--- config.mk ---
export PLATFORM = sky130hd
export DESIGN_NAME = wb_stage_nlane_flat
export DESIGN_NICKNAME = d
export VERILOG_FILES = /design/src/rtl/wb_stage_nlane_if.sv /design/src/rtl/wb_stage_nlane.sv /design/src/flat_wrapper.sv
export SDC_FILE = /design/constraint.sdc
export NUM_CORES = 1
export LEC_CHECK = 0
export ABC_CLOCK_PERIOD_IN_PS = 4190
export BUFFER_PORTS_ARGS = -buffer_cell sky130_fd_sc_hd__buf_2
export CORE_AREA = 5 5 141 143
export DETAILED_ROUTE_END_ITERATION = 7
export DIE_AREA = 0 0 146 148
export PLACE_DENSITY_LB_ADDON = 0.08
export SYNTH_ARGS = -nofsm -noshare
export SYNTH_HDL_FRONTEND = slang
export SYNTH_SLANG_ARGS = --single-unit
--- constraint.sdc ---
create_clock -name clk -period 4.19 [get_ports clk]
set_clock_uncertainty 0.05 [all_clocks]
set_input_delay 1.257 -clock clk [delete_from_list [all_inputs] [get_ports clk]]
set_output_delay 1.257 -clock clk [all_outputs]
set_load 0.05 [all_outputs]
--- src/rtl/wb_stage_nlane_if.sv ---
// Memory-stage to writeback-stage bundle handshake for wb_stage_nlane.
// The memory stage is the master; the writeback stage is the slave.
interface wb_stage_nlane_if #(
  parameter int LANES = 2
);
  logic                  ws_allowin;
  logic                  ms_to_ws_valid;
  logic [LANES-1:0]      ms_lane_valid;
  logic [LANES-1:0]      ms_lane_we;
  logic [5*LANES-1:0]    ms_lane_dest;
  logic [32*LANES-1:0]   ms_lane_result;
  logic [32*LANES-1:0]   ms_lane_pc;

  modport master (
    input  ws_allowin,
    output ms_to_ws_valid, ms_lane_valid, ms_lane_we,
    output ms_lane_dest, ms_lane_result, ms_lane_pc
  );

  modport slave (
    output ws_allowin,
    input  ms_to_ws_valid, ms_lane_valid, ms_lane_we,
    input  ms_lane_dest, ms_lane_result, ms_lane_pc
  );
endinterface

--- src/rtl/wb_stage_nlane.sv ---
// N-lane writeback stage: resolves same-destination collisions, serialises RF writes
// onto RF_WPORTS ports and the debug trace to one retirement per cycle (macro WB_TRACE_EN).
module wb_stage_nlane #(
  parameter int LANES     = 2,
  parameter int RF_WPORTS = 2
) (
  input  logic                    clk,
  input  logic                    reset,
  wb_stage_nlane_if.slave         ms,
  output logic [RF_WPORTS-1:0]    rf_we,
  output logic [5*RF_WPORTS-1:0]  rf_waddr,
  output logic [32*RF_WPORTS-1:0] rf_wdata,
  output logic [LANES-1:0]        fwd_valid,
  output logic [5*LANES-1:0]      fwd_dest,
  output logic [32*LANES-1:0]     fwd_data,
  output logic [31:0]             debug_wb_pc,
  output logic [3:0]              debug_wb_rf_wen,
  output logic [4:0]              debug_wb_rf_wnum,
  output logic [31:0]             debug_wb_rf_wdata
);

  function automatic logic [LANES-1:0] arch_writes(
    input logic [LANES-1:0]      valid,
    input logic [LANES-1:0]      we,
    input logic [LANES-1:0][4:0] dest
  );
    logic [LANES-1:0] wr;
    for (int i = 0; i < LANES; i++) wr[i] = valid[i] & we[i] & (dest[i] != 5'd0);
    return wr;
  endfunction

  // Only the youngest writer of each destination survives to the register file.
  function automatic logic [LANES-1:0] youngest_writers(
    input logic [LANES-1:0]      wr,
    input logic [LANES-1:0][4:0] dest
  );
    logic [LANES-1:0] keep;
    keep = wr;
    for (int i = 0; i < LANES; i++)
      for (int j = i + 1; j < LANES; j++)
        if (wr[i] && wr[j] && dest[i] == dest[j]) keep[i] = 1'b0;
    return keep;
  endfunction

  logic                        ws_valid;
  logic                        ws_allowin;
  logic                        ws_ready_go;
  logic                        accept;
  logic                        rf_done;
  logic                        tr_done;

  logic [LANES-1:0]            lane_valid;
  logic [LANES-1:0]            lane_we;
  logic [LANES-1:0][4:0]       lane_dest;
  logic [LANES-1:0][31:0]      lane_result;

  logic [LANES-1:0][4:0]       in_dest;
  logic [LANES-1:0]            in_arch;
  logic [LANES-1:0]            in_rf_set;
  logic [LANES-1:0]            arch_wr;
  logic [LANES-1:0]            rf_set;
  logic [LANES-1:0]            rf_pend;
  logic [LANES-1:0]            rf_issued;

  logic [RF_WPORTS-1:0][4:0]   port_addr;
  logic [RF_WPORTS-1:0][31:0]  port_data;

  assign in_dest   = ms.ms_lane_dest;
  assign in_arch   = arch_writes(ms.ms_lane_valid, ms.ms_lane_we, in_dest);
  assign in_rf_set = youngest_writers(in_arch, in_dest);

  assign arch_wr   = ws_valid ? arch_writes(lane_valid, lane_we, lane_dest) : '0;
  assign rf_set    = youngest_writers(arch_wr, lane_dest);

  assign rf_done       = ($countones(rf_pend) <= RF_WPORTS);
  assign ws_ready_go   = rf_done & tr_done;
  assign ws_allowin    = !ws_valid | ws_ready_go;
  assign ms.ws_allowin = ws_allowin;
  assign accept        = ms.ms_to_ws_valid & ws_allowin;

  // NOTE: every signal written here gets a default first, so no path leaves it
  // unassigned and no latch is inferred.
  always_comb begin
    int rank;
    rf_we     = '0;
    port_addr = '0;
    port_data = '0;
    rf_issued = '0;
    rank      = 0;
    for (int i = 0; i < LANES; i++) begin
      if (rf_pend[i]) begin
        for (int p = 0; p < RF_WPORTS; p++) begin
          if (rank == p) begin
            rf_we[p]     = 1'b1;
            port_addr[p] = lane_dest[i];
            port_data[p] = lane_result[i];
            rf_issued[i] = 1'b1;
          end
        end
        rank = rank + 1;
      end
    end
  end

  assign rf_waddr = port_addr;
  assign rf_wdata = port_data;

  // NOTE: sequential state uses non-blocking assignments so every flop samples
  // the pre-edge values regardless of block ordering.
  always_ff @(posedge clk) begin
    if (reset) begin
      ws_valid <= 1'b0;
      rf_pend  <= '0;
    end else if (accept) begin
      ws_valid <= 1'b1;
      rf_pend  <= in_rf_set;
    end else if (ws_ready_go) begin
      ws_valid <= 1'b0;
      rf_pend  <= '0;
    end else begin
      rf_pend  <= rf_pend & ~rf_issued;
    end
  end

  // NOTE: lane payload is not reset; it is only observed while qualified by
  // ws_valid or the pending masks, which are reset.
  always_ff @(posedge clk) begin
    if (accept) begin
      lane_valid  <= ms.ms_lane_valid;
      lane_we     <= ms.ms_lane_we;
      lane_dest   <= in_dest;
      lane_result <= ms.ms_lane_result;
    end
  end

  assign fwd_valid = rf_set;
  assign fwd_dest  = lane_dest;
  assign fwd_data  = lane_result;

`ifdef WB_TRACE_EN
  logic [LANES-1:0]       tr_pend;
  logic [LANES-1:0]       tr_sel;
  logic [LANES-1:0][31:0] lane_pc;

  // One-hot of the oldest lane still waiting to be traced.
  assign tr_sel  = tr_pend & (~tr_pend + LANES'(1));
  assign tr_done = ($countones(tr_pend) <= 1);

  always_ff @(posedge clk) begin
    if (reset)            tr_pend <= '0;
    else if (accept)      tr_pend <= in_arch;
    else if (ws_ready_go) tr_pend <= '0;
    else                  tr_pend <= tr_pend & ~tr_sel;
  end

  always_ff @(posedge clk) begin
    if (accept) lane_pc <= ms.ms_lane_pc;
  end

  always_comb begin
    debug_wb_rf_wen   = 4'h0;
    debug_wb_pc       = lane_pc[0];
    debug_wb_rf_wnum  = 5'd0;
    debug_wb_rf_wdata = 32'd0;
    for (int i = 0; i < LANES; i++) begin
      if (tr_sel[i]) begin
        debug_wb_rf_wen   = 4'hf;
        debug_wb_pc       = lane_pc[i];
        debug_wb_rf_wnum  = lane_dest[i];
        debug_wb_rf_wdata = lane_result[i];
      end
    end
  end
`else
  logic unused_pc;

  // Without tracing the PCs have no consumer.
  assign unused_pc         = ^ms.ms_lane_pc;
  assign tr_done           = 1'b1;
  assign debug_wb_pc       = 32'd0;
  assign debug_wb_rf_wen   = 4'h0;
  assign debug_wb_rf_wnum  = 5'd0;
  assign debug_wb_rf_wdata = 32'd0;
`endif

endmodule

--- src/flat_wrapper.sv ---
// flat-port wrapper written by rule: the top's interface ports become plain ports
module wb_stage_nlane_flat 
#(
  parameter int LANES     = 2,
  parameter int RF_WPORTS = 2
)
  (clk, reset, rf_we, rf_waddr, rf_wdata, fwd_valid, fwd_dest, fwd_data, debug_wb_pc, debug_wb_rf_wen, debug_wb_rf_wnum, debug_wb_rf_wdata, ms_ws_allowin, ms_ms_to_ws_valid, ms_ms_lane_valid, ms_ms_lane_we, ms_ms_lane_dest, ms_ms_lane_result, ms_ms_lane_pc);
  wb_stage_nlane_if #(.LANES(LANES)) ms_i ();
  input  logic clk;
  input  logic reset;
  output logic [RF_WPORTS-1:0] rf_we;
  output logic [5*RF_WPORTS-1:0] rf_waddr;
  output logic [32*RF_WPORTS-1:0] rf_wdata;
  output logic [LANES-1:0] fwd_valid;
  output logic [5*LANES-1:0] fwd_dest;
  output logic [32*LANES-1:0] fwd_data;
  output logic [31:0] debug_wb_pc;
  output logic [3:0] debug_wb_rf_wen;
  output logic [4:0] debug_wb_rf_wnum;
  output logic [31:0] debug_wb_rf_wdata;
  output wire logic [$bits(ms_i.ws_allowin)-1:0] ms_ws_allowin;
  input wire logic [$bits(ms_i.ms_to_ws_valid)-1:0] ms_ms_to_ws_valid;
  input wire logic [$bits(ms_i.ms_lane_valid)-1:0] ms_ms_lane_valid;
  input wire logic [$bits(ms_i.ms_lane_we)-1:0] ms_ms_lane_we;
  input wire logic [$bits(ms_i.ms_lane_dest)-1:0] ms_ms_lane_dest;
  input wire logic [$bits(ms_i.ms_lane_result)-1:0] ms_ms_lane_result;
  input wire logic [$bits(ms_i.ms_lane_pc)-1:0] ms_ms_lane_pc;
  assign ms_ws_allowin = ms_i.ws_allowin;
  assign ms_i.ms_to_ws_valid = ms_ms_to_ws_valid;
  assign ms_i.ms_lane_valid = ms_ms_lane_valid;
  assign ms_i.ms_lane_we = ms_ms_lane_we;
  assign ms_i.ms_lane_dest = ms_ms_lane_dest;
  assign ms_i.ms_lane_result = ms_ms_lane_result;
  assign ms_i.ms_lane_pc = ms_ms_lane_pc;
  wb_stage_nlane #(.LANES(LANES), .RF_WPORTS(RF_WPORTS)) u_core (.clk(clk), .reset(reset), .ms(ms_i), .rf_we(rf_we), .rf_waddr(rf_waddr), .rf_wdata(rf_wdata), .fwd_valid(fwd_valid), .fwd_dest(fwd_dest), .fwd_data(fwd_data), .debug_wb_pc(debug_wb_pc), .debug_wb_rf_wen(debug_wb_rf_wen), .debug_wb_rf_wnum(debug_wb_rf_wnum), .debug_wb_rf_wdata(debug_wb_rf_wdata));
endmodule
==> results.txt <==
The measured slew at the worst slew-check pin came out at 1.052 ns. The weighted congestion at the end of routability-driven global placement came out at 0.6959. The instance area at placement came out at approximately 5000 sq um. The share of the synthesized area in the top cell type is 61.30%.

In the final layout, the share of cells above drive strength 1 is 49.51%. Across the whole layout, storage elements account for 2404 sq um. The width of the die came out at 146 microns.

The complex-gate fraction of the synthesized area came out at about a tenth. The count of pins on the block boundary is 371. The CTS sink count came out at 81. The area of the die came out at about 22000 sq um. The headroom to the max-slew limit came out at 29.72%.

The portion of the post-synthesis area used by sequential elements is 62.87%. The parity-gate share of the synthesized area counting xor and xnor cells came out at 2.292%. The shortest period the worst path allows is 3.338 ns.

Across every metal layer, demand over resource in global routing totals 10.91%. Entering global routing, the biggest net connects 78 pins. The number of fill cells is approximately 1900.

The design internal power is around 0.0015 W. The detailed router placed 2953 vias in this run. The remaining design rule violation count is 0.

The tree is rooted in a sky130_fd_sc_hd__clkbuf_16. Dividing the detail-routed wire length by the instance count gives 16.56 microns. In this run the worst hold path is classified as input port to register. The repair_antennas step left the layout with diodes totalling 0. The count of flip-flops with a built-in enable after synthesis is 78.

The post-synthesis instance area came out at between 3000 and 4000 sq um. The number of resized instances in the post-cts repair step is 0. The relative contribution of sequential cells to total power came out at 43.0%. The number of register bits inferred by synthesis came out at 81. The synthesized instance count came out at 280. The switching power total came out at roughly 0.00084 W. At the worst endpoint, the required time is 2.88 ns. The effective utilization at floorplan came out at 20.71%. The worst-case setup slack after placement is 1.115 ns.

Static timing analysis puts the maximum clock frequency at 299.6 MHz. The first-pass GRT wire length is 18170 microns. The worst path arrival time is 2.03 ns. The H-tree depth reported by CTS came out at 3. In the post-synthesis netlist, the cell with the most instances is sky130_fd_sc_hd__edfxtp_1. The area inside the core boundary is between 15000 and 20000 sq um.

The number of antenna violations at the first check in global routing is 0. The count of endpoints failing setup in the final report is 0. The final critical path takes up around four fifths of the cycle. The portion of synthesized area spent on multiplexers is 0%. The number of post-CTS setup repair buffers came out at 0.

For this run, the leading register cell type out of synthesis is sky130_fd_sc_hd__edfxtp_1. The pre-antenna-repair detailed-routing pass consisted of 4 iterations. After synthesis, the most frequently instantiated cells are sky130_fd_sc_hd__edfxtp_1, sky130_fd_sc_hd__buf_4, sky130_fd_sc_hd__and3_1.

The final net count came out at 653. Dividing total power by cell area gives a power density of 447.6 nW/um^2. The clock passes through at most 2 buffers. The flow ran to the end, and the final reports show no timing, DRC or antenna violations.

The final count of hold timing violations came out at 0. The total of warnings raised by yosys is 0. Once detailed placement completed, the half-perimeter wirelength came to around 9400 microns. After clock tree synthesis, the flow added hold-fix buffers numbering 0. The max-slew violation count was 0. The number of buffer cells added on primary ports came out at 232. After Yosys synthesis, full adders, half adders and majority gates account for 0% of the synthesized area.

Using the TritonRoute via totals, the vias-per-cell ratio works out to 3.953. The kind of critical path is register to primary output. TritonCTS built the clock tree. The async set or reset register ratio after synthesis is 0%.

The average cell area after synthesis is about 14 sq um. The overall routed net length came out at 12370 microns. The number of antenna-violating nets in the routed design came out at 0. The total CTS buffers is 9. In this run, the clock network consumes 32.9% of the power. The number of DRC markers after the initial detailed-route iteration came out at 49. Setup repair after global routing left no endpoint under its margin. The total power of the final layout came out at 0.002347 W.

For this run, the number of standard cells in the final layout without fillers is 747. The number of distinct library cells after synthesis came out at 25. The number of global-route vias before repair is 3091. In this run switching power makes up 35.65% of total power. The max-capacitance violation count came out at 0. The cell area after layout came out at between 5000 and 6000 sq um. The post-route setup TNS came out at 0 ns. After detailed placement, the design holds a cell count of 731.

The clock transition at the registers of the reported paths came out at 0.06 ns. The area added between synthesis and finish came out at 37.26%. The simple logic cell fraction of the synthesized area is 8.350%. The y dimension of the die is 148 microns.

The cell leakage power came out at 2.644 nW. The nature of the critical path startpoint is a register. The placement row count is 50. STA classifies the critical path endpoint as a primary output.

After synthesis, the largest family of logic cells by area is buffers and inverters. The largest total area in the synthesized netlist belongs to sky130_fd_sc_hd__edfxtp_1. The fraction of power consumed by combinational cells is 24.2%. Sorting the synthesized cells by area gives the leading types as sky130_fd_sc_hd__edfxtp_1, sky130_fd_sc_hd__buf_4, sky130_fd_sc_hd__a22o_1. The maximum fanout encountered on the critical timing path is 36. The total area of multi-input combinational cells came out at 1067 sq um. The post-route worst setup slack came out at 0.8522 ns. The aggregate global routing overflow is 0.

The peak supply drop came out at 0.0002074 V.
==> kinds of logic after synthesis <==
| kind of cell | Yosys count |
|---|---|
| AO/OA/AOI/OAI | 43 |
| other | 2 |
| XOR/XNOR | 10 |
| AND/OR/NAND/NOR | 53 |
| flip-flops | 81 |
| buffers and inverters | 91 |
==> registers in the layout (all words and copies together), names as in the netlist <==
signal,flops
u_core.rf_pend,2
u_core.lane_we,2
u_core.ws_valid,1
u_core.fwd_data,64
u_core.fwd_dest,10
u_core.lane_valid,2
==> per-stage QoR <==
stage               hold WS (ns)  utilization, %
floorplan                  1.297               -
global placement           1.386           26.86
detailed placement         1.385           26.86
CTS                        1.019           28.42
global route               1.019           28.42
finish                     1.046           28.42
==> power by group through the flow <==
stage / clock (W) / sequential, W / combinational, W
final: 0.000771 / 0.00101 / 0.000567
after global routing: 0.000845 / 0.00102 / 0.000589
after CTS: 0.000813 / 0.00101 / 0.000570
after detailed placement: 0 / 0.00103 / 0.000571
after global placement: 0 / 0.00103 / 0.000572
after floorplan: 0 / 0.00122 / 0.000294
==> layout make-up <==
| type | count | area share [%] |
|---|---|---|
| clock buffers | 10 | 4.365 |
| clock inverters | 6 | 1.121 |
| multi-input cells | 180 | 20.35 |
| flip-flops and latches | 81 | 45.83 |
| well taps | 234 | 5.582 |
| repair buffers | 236 | 22.76 |
==> final timing paths <==
kind	start	end	slack [ns]	depth (start not counted)
setup / recovery	u_core.rf_pend[1]	rf_waddr[3]	0.85	3
hold / removal	ms_ms_lane_result[55]	u_core.fwd_data[55]	1.05	1
==> worst max-delay path, stage by stage, from the launching register on <==
cell,delay [ns]
sky130_fd_sc_hd__dfxtp_1,0.32
sky130_fd_sc_hd__nor2b_4,0.85
sky130_fd_sc_hd__a22o_1,0.25
sky130_fd_sc_hd__buf_2,0.27
==> layer usage <==
layer  share of wire, %  vias up  GRT usage, %
li1                   -     1349             -
met1                 37     1398         11.68
met2                 51      194         19.47
met3                 10       12         4.077
met4                1.7        0         4.468
met5                  0        -             0
==> placed cells by master, fill, tap and decap left out <==
cell type	instances
sky130_fd_sc_hd__a22o_1	36
sky130_fd_sc_hd__a21oi_1	1
sky130_fd_sc_hd__conb_1	74
sky130_fd_sc_hd__xnor2_1	2
sky130_fd_sc_hd__clkbuf_1	1
sky130_fd_sc_hd__and3_1	37
sky130_fd_sc_hd__o311a_1	1
sky130_fd_sc_hd__nor2_1	2
sky130_fd_sc_hd__buf_4	5
sky130_fd_sc_hd__clkbuf_16	9
sky130_fd_sc_hd__or4_1	2
sky130_fd_sc_hd__or3_1	1
sky130_fd_sc_hd__o21ai_0	1
sky130_fd_sc_hd__nor3_1	3
sky130_fd_sc_hd__dfxtp_2	1
sky130_fd_sc_hd__clkinv_1	1
sky130_fd_sc_hd__a31oi_1	1
sky130_fd_sc_hd__xor2_1	8
sky130_fd_sc_hd__a41oi_2	1
sky130_fd_sc_hd__dfxtp_1	2
sky130_fd_sc_hd__clkinv_2	2
sky130_fd_sc_hd__and2_1	2
sky130_fd_sc_hd__clkinvlp_4	2
sky130_fd_sc_hd__buf_2	231
sky130_fd_sc_hd__o2111ai_1	2
sky130_fd_sc_hd__edfxtp_1	78
sky130_fd_sc_hd__nand2_1	2
sky130_fd_sc_hd__nor2b_1	1
sky130_fd_sc_hd__or2_2	1
sky130_fd_sc_hd__nand3_1	1
sky130_fd_sc_hd__bufinv_16	1
sky130_fd_sc_hd__nor2b_4	1
No activity file was read; power rests on OpenSTA's default activity.
